$ cat src/rtl/monotonic_counter_bank.sv
// Bank of increment-only counters with lock, atomic check-and-advance and a saturating reject count.
// Optional reject interrupt: define MCB_REJECT_IRQ_EN.
module monotonic_counter_bank #(
    parameter int unsigned CHANNELS = 4,
    parameter int unsigned WIDTH    = 32,
    parameter int unsigned REJ_W    = 16
) (
    input  logic        clk,
    input  logic        rst_n,
    input  logic [7:0]  addr,
    input  logic        we,
    input  logic        re,
    input  logic [31:0] wdata,
    output logic [31:0] rdata,
    output logic        irq
);

    localparam logic [31:0]      MAGIC     = 32'hDEAD_10CC;
    localparam logic [63:0]      CNT_MAX64 = (64'd1 << WIDTH) - 64'd1;
    localparam logic [31:0]      HI_MASK   = ~CNT_MAX64[31:0];
    localparam logic [WIDTH-1:0] CNT_MAX   = '1;
    localparam logic [REJ_W-1:0] REJ_MAX   = '1;

    logic [WIDTH-1:0]    cnt_q [CHANNELS];
    logic [WIDTH-1:0]    cnt_d [CHANNELS];
    logic [CHANNELS-1:0] sat_q, sat_d;
    logic [CHANNELS-1:0] locked_q, locked_d;
    logic [CHANNELS-1:0] rv_q, rv_d;
    logic [CHANNELS-1:0] acc_q, acc_d;
    logic                glock_q, glock_d;
    logic [REJ_W-1:0]    rej_q, rej_d;
    logic [31:0]         rd_d;
    logic                rej_evt;

    logic [3:0]       page;
    logic [3:0]       off;
    logic [WIDTH-1:0] wval;
    logic             val_ok;

    assign page   = addr[7:4];
    assign off    = addr[3:0];
    assign wval   = wdata[WIDTH-1:0];
    // Upper bits beyond WIDTH must be clear so a large value cannot alias to a small one
    assign val_ok = (wdata & HI_MASK) == 32'h0;

`ifdef MCB_REJECT_IRQ_EN
    logic irq_q, irq_d;
    assign irq = irq_q;
`else
    assign irq = 1'b0;
`endif

    // Next-state for counters, flags, locks and reject counter
    always_comb begin
        cnt_d    = cnt_q;
        sat_d    = sat_q;
        locked_d = locked_q;
        rv_d     = rv_q;
        acc_d    = acc_q;
        glock_d  = glock_q;
        rej_d    = rej_q;
        rej_evt  = 1'b0;
        for (int unsigned c = 0; c < CHANNELS; c++) begin
            if (we && page == 4'(c + 1)) begin
                case (off)
                    4'h0: begin
                        if (!(locked_q[c] || glock_q) && val_ok && wval > cnt_q[c])
                            cnt_d[c] = wval;
                    end
                    4'h4: begin
                        if (!(locked_q[c] || glock_q) && wdata[0]) begin
                            if (cnt_q[c] == CNT_MAX) sat_d[c] = 1'b1;
                            else                     cnt_d[c] = cnt_q[c] + WIDTH'(1);
                        end
                    end
                    4'h8: begin
                        rv_d[c] = 1'b1;
                        if (!(locked_q[c] || glock_q) && val_ok && wval > cnt_q[c]) begin
                            cnt_d[c] = wval;
                            acc_d[c] = 1'b1;
                        end else begin
                            acc_d[c] = 1'b0;
                            rej_evt  = 1'b1;
                        end
                    end
                    4'hC: begin
                        if (!(locked_q[c] || glock_q) && wdata == MAGIC)
                            locked_d[c] = 1'b1;
                    end
                    default: ;
                endcase
            end
        end
        if (we && page == 4'h0) begin
            case (off)
                4'h4:    if (wdata == MAGIC) glock_d = 1'b1;
                4'h8:    if (!glock_q) rej_d = '0;
                default: ;
            endcase
        end
        if (rej_evt && rej_q != REJ_MAX)
            rej_d = rej_q + REJ_W'(1);
    end

`ifdef MCB_REJECT_IRQ_EN
    // W1C clear first so a simultaneous reject keeps the flag set
    always_comb begin
        irq_d = irq_q;
        if (we && page == 4'h0 && off == 4'hC && wdata[0])
            irq_d = 1'b0;
        if (rej_evt)
            irq_d = 1'b1;
    end

    always_ff @(posedge clk or negedge rst_n) begin
        if (!rst_n) irq_q <= 1'b0;
        else        irq_q <= irq_d;
    end
`endif

    // Read mux sees pre-write state, so a same-cycle write is not visible
    always_comb begin
        rd_d = 32'h0;
        if (page == 4'h0) begin
            case (off)
                4'h0:    rd_d = {16'h0, 8'(CHANNELS), 8'(WIDTH)};
                4'h8:    rd_d = 32'(rej_q);
`ifdef MCB_REJECT_IRQ_EN
                4'hC:    rd_d = {31'h0, irq_q};
`endif
                default: rd_d = 32'h0;
            endcase
        end
        for (int unsigned c = 0; c < CHANNELS; c++) begin
            if (page == 4'(c + 1)) begin
                case (off)
                    4'h0:    rd_d = 32'(cnt_q[c]);
                    4'h8:    rd_d = {30'h0, rv_q[c], acc_q[c]};
                    4'hC:    rd_d = {29'h0, glock_q, sat_q[c], locked_q[c]};
                    default: rd_d = 32'h0;
                endcase
            end
        end
    end

    always_ff @(posedge clk or negedge rst_n) begin
        if (!rst_n) begin
            for (int unsigned c = 0; c < CHANNELS; c++) cnt_q[c] <= '0;
            sat_q    <= '0;
            locked_q <= '0;
            rv_q     <= '0;
            acc_q    <= '0;
            glock_q  <= 1'b0;
            rej_q    <= '0;
            rdata    <= 32'h0;
        end else begin
            cnt_q    <= cnt_d;
            sat_q    <= sat_d;
            locked_q <= locked_d;
            rv_q     <= rv_d;
            acc_q    <= acc_d;
            glock_q  <= glock_d;
            rej_q    <= rej_d;
            if (re) rdata <= rd_d;
        end
    end

endmodule

$ cat config.mk
export PLATFORM = sky130hd
export DESIGN_NAME = monotonic_counter_bank
export DESIGN_NICKNAME = d
export VERILOG_FILES = /design/src/rtl/monotonic_counter_bank.sv
export SDC_FILE = /design/constraint.sdc
export NUM_CORES = 1
export LEC_CHECK = 0
export CORE_ASPECT_RATIO = 0.9
export CORE_UTILIZATION = 45
export CTS_CLUSTER_DIAMETER = 30
export DETAILED_ROUTE_END_ITERATION = 7
export PLACE_DENSITY = 0.6
export SLEW_MARGIN = 10
export SYNTH_ARGS = -nofsm -noshare
export SYNTH_HDL_FRONTEND = slang
export SYNTH_SLANG_ARGS = --single-unit
$ cat constraint.sdc
create_clock -name clk -period 4.9 [get_ports clk]
set_clock_uncertainty 0.2 [all_clocks]
set_input_delay 0.49 -clock clk [delete_from_list [all_inputs] [get_ports clk]]
set_output_delay 0.49 -clock clk [all_outputs]
set_load 0.01 [all_outputs]
==> flow_summary.toml <==
[global_route]
grt_max_degree = 191
grt-ovfl-total = 0
grt_pass1_vias = 13900
grt_busiest_layer = "met1"
grt_first_pass_wirelength_um = 86700
track_usage_pct = 35.0
grtUsageMet3_pct = 9.42
grtUsageMet1_pct = 53.0
antenna_found_initial = 1
use_met2_pct = 48.4

[synthesis]
yosysUniqueCellTypes = 67
syn_inst = 1831
synth-simple-area-share_pct = 19.3
yosysWarnings = 0
synth_nets = 2008
synth_edf_count = 0
syn-cell-area_um2 = 14600
synthArstFlopShare_pct = 100
ys_seq_elements = 193
synth_flop_cell = "dfrtp_1"
synthAdderAreaFrac_pct = 11.4
syn_area_per_cell_um2 = 7.95
synthMuxAreaShare_pct = 0.765
synth_top_family_by_area = "compound AO/OA/AOI/OAI gates"
synthXorXnorAreaFrac_pct = 0.120
synth_compound_area_share_pct = 28.7
yosysSeqAreaShare_pct = 33.2

[clock_tree]
clockBufferDepth = 2
cts_root_buf = "clkbuf_16"
clk_latency_ns = 0.47
cts.sink_count = 193
holdBufCountCts = 1
cts_buffers = 17
cts_tree = "yes"
ctsResizeCount = 0
h-tree-depth = 4
cts_setup_buffers = 0
cts.clk_slew.worst_paths_ns = 0.09

[worst_setup_path]
regToRegSetupSlack_ns = 0.66
startpoint_type = "flip-flop"
critPathMaxFanout = 21
crit_path_frequent_cell = "nand4_1"
criticalPathCategory = "reg -> reg"
worstSetupEndpoint = "cnt_q[101]$_DFFE_PN0P_"
r2r-end = "cnt_q[101]$_DFFE_PN0P_"
max_stage_delay_ns = 0.78
end_kind = "flip-flop"
reg2reg_depth = 10
cp_slowest_cell = "nor3_1"
path_cells = "ha_1, nand4_1, nor3_1, nand4_1, nor2_1, and3_1, a211oi_4, buf_4, o21a_1, o22a_1"
startpoint = "cnt_q[96]$_DFFE_PN0P_"
r2r-start = "cnt_q[96]$_DFFE_PN0P_"
cp.arrival_ns = 4.38
required_ns = 5.05

[power]
leakagePower_nw = 6.90
power_density_nw_per_um2 = 228
peakVddDrop_v = 0.000316
fin_total_pwr_mw = 3.80

[sta]
final-setup-viol-count = 0
slew_headroom_pct = 28.7
rsz0062_at_grt = "no"
max_slew.worst_pin.slew_ns = 1.06
max_freq_mhz = 236
finalCriticalPeriod_ns = 4.24
min_period_over_period_pct = 86.5
finalHoldViolCount = 0
slew_viol_final = 0
setup_tns_ns = 0
layout_setup_ws_ns = 0.663
whs_ns = 0.277

[detailed_routing]
drt-initial-drc-count = 1794
vias = 15100
wl_per_cell_um = 24.7
viasPerCell = 6.50
drc = 0
dr.pass1.iters = 8
wl_um = 57300
antenna_left = 0

[placed_design]
placed_area_um2 = 16000
post-dp-hpwl_um = 43100
place_congestion = 0.976
io_buffers = 75
dp.cells = 2284
dpl_worst_slack_ns = 0.286

[layout]
layout.core_utilization_pct = 52.2
finalNonFillerCells = 2318
multi_input_area_um2 = 8840
nNetsFinal = 2065
drive_above_1_share_pct = 6.15
fillers = 3070
seqCellArea_um2 = 4830
area_growth_pct = 14.3
final_area_um2 = 16600

[floorplan]
dieArea_um2 = 33100
io_pins = 77
die_h_um = 173
core_area_um2 = 31900
die_width_um = 192
fp-row-count = 62
initial_utilization_pct = 45.7

[worst_hold_path]
hold_path_class = "reg -> reg"

[job]
cap_violations = 0

[run_status]
outcome = "finished, final reports clean"
-- kinds of logic (layout without fill, tap and decap cells) --
logic type	count (synthesis)	count (layout)
DFF	193	193
other	1	2
xor gates and xnor gates	2	2
adders and majority gates	133	133
and+or+nand+nor	570	570
buffers and inverters	245	315
muxes	11	11
AOI/OAI and AO/OA	676	676
-- synthesized netlist by cell type (all sizes together), types with 11 or more instances --
| library cell | number | area (um2) |
|---|---|---|
| a22oi | 36 | 270 |
| a211o | 11 | 96.3 |
| ha | 133 | 1660 |
| o21ai | 120 | 601 |
| nor2 | 141 | 529 |
| a31oi | 57 | 363 |
| nand2 | 149 | 559 |
| nand2b | 14 | 87.6 |
| nand4 | 53 | 338 |
| buf | 22 | 109 |
| a222oi | 13 | 130 |
| and3 | 28 | 180 |
| inv | 146 | 548 |
| a21o | 18 | 135 |
| o22a | 41 | 359 |
| a21oi | 259 | 1300 |
| o22ai | 37 | 231 |
| o21a | 14 | 105 |
| nand3 | 60 | 300 |
| dfrtp | 193 | 4830 |
| clkbuf | 77 | 289 |
| nor3 | 47 | 235 |
-- cells in the final DEF (no fill, tap or decap), types with 9 or more instances in the layout --
cell and count:
buf_4 57, a41oi_1 9, o21ai_0 120, nor2_1 141
a211o_1 11, and2_1 10, a21o_1 18, o21a_1 14
a31oi_1 56, nor3_1 46, a222oi_1 13, a22oi_1 36
clkbuf_16 17, nand4_1 52, clkdlybuf4s50_1 73, and4_1 10
and3_1 27, nand2_1 149, dfrtp_1 193, o22a_1 41
inv_1 146, o22ai_1 37, ha_1 133, a21oi_1 259
nand3_1 60, mux2i_1 10, nand2b_1 14
-- sequential cells by signal, indices dropped and copies added, names as in the netlist --
signal / count
rej_q: 16
rdata: 32
acc_q: 4
rv_q: 4
locked_q: 4
cnt_q: 128
sat_q: 4
glock_q: 1
-- worst max-delay path, delay by kind of cell (launching register included) --
family | cells | cell delay, ns
and+or+nand+nor | 5 | 2.50
DFF | 1 | 0.46
AOI/OAI and AO/OA | 3 | 0.42
buffers and inverters | 1 | 0.27
adders and majority gates | 1 | 0.25
-- worst min-delay path by stage --
| stage | startpoint | endpoint | slack [ns] | depth (start not counted) |
|---|---|---|---|---|
| 2_1_floorplan | rst_n | acc_q[0]$_DFFE_PN0P_ | -0.006 | 0 |
| 3_3_place_gp | rv_q[1]$_DFFE_PN0P_ | rv_q[1]$_DFFE_PN0P_ | 0.25 | 1 |
| 3_5_place_dp | sat_q[2]$_DFFE_PN0P_ | sat_q[2]$_DFFE_PN0P_ | 0.25 | 1 |
| 4_1_cts | sat_q[2]$_DFFE_PN0P_ | sat_q[2]$_DFFE_PN0P_ | 0.27 | 1 |
| 5_1_grt | rv_q[3]$_DFFE_PN0P_ | rv_q[3]$_DFFE_PN0P_ | 0.29 | 1 |
| 6_report | rv_q[2]$_DFFE_PN0P_ | rv_q[2]$_DFFE_PN0P_ | 0.28 | 1 |
-- power by group --
group          switching [mW]  internal [mW]
Sequential             0.0545           1.63
Combinational           0.336          0.204
Clock                   0.733          0.837
-- cell type report --
cell class | instances | area share, %
inverters | 146 | 3.29
multi-input cells | 1393 | 53.1
well taps | 416 | 3.13
flip-flops and latches | 193 | 29.0
clock buffers | 18 | 2.64
clock inverters | 14 | 1.16
diodes | 1 | 0.0150
repair buffers | 137 | 7.61
-- per-layer routing --
metal	part of all wire, %	wire, um
met1	46	26300
met4	2.1	1190
met5	0	0
met2	41	23400
met3	11	6380
No activity file was read; power rests on OpenSTA's default activity.
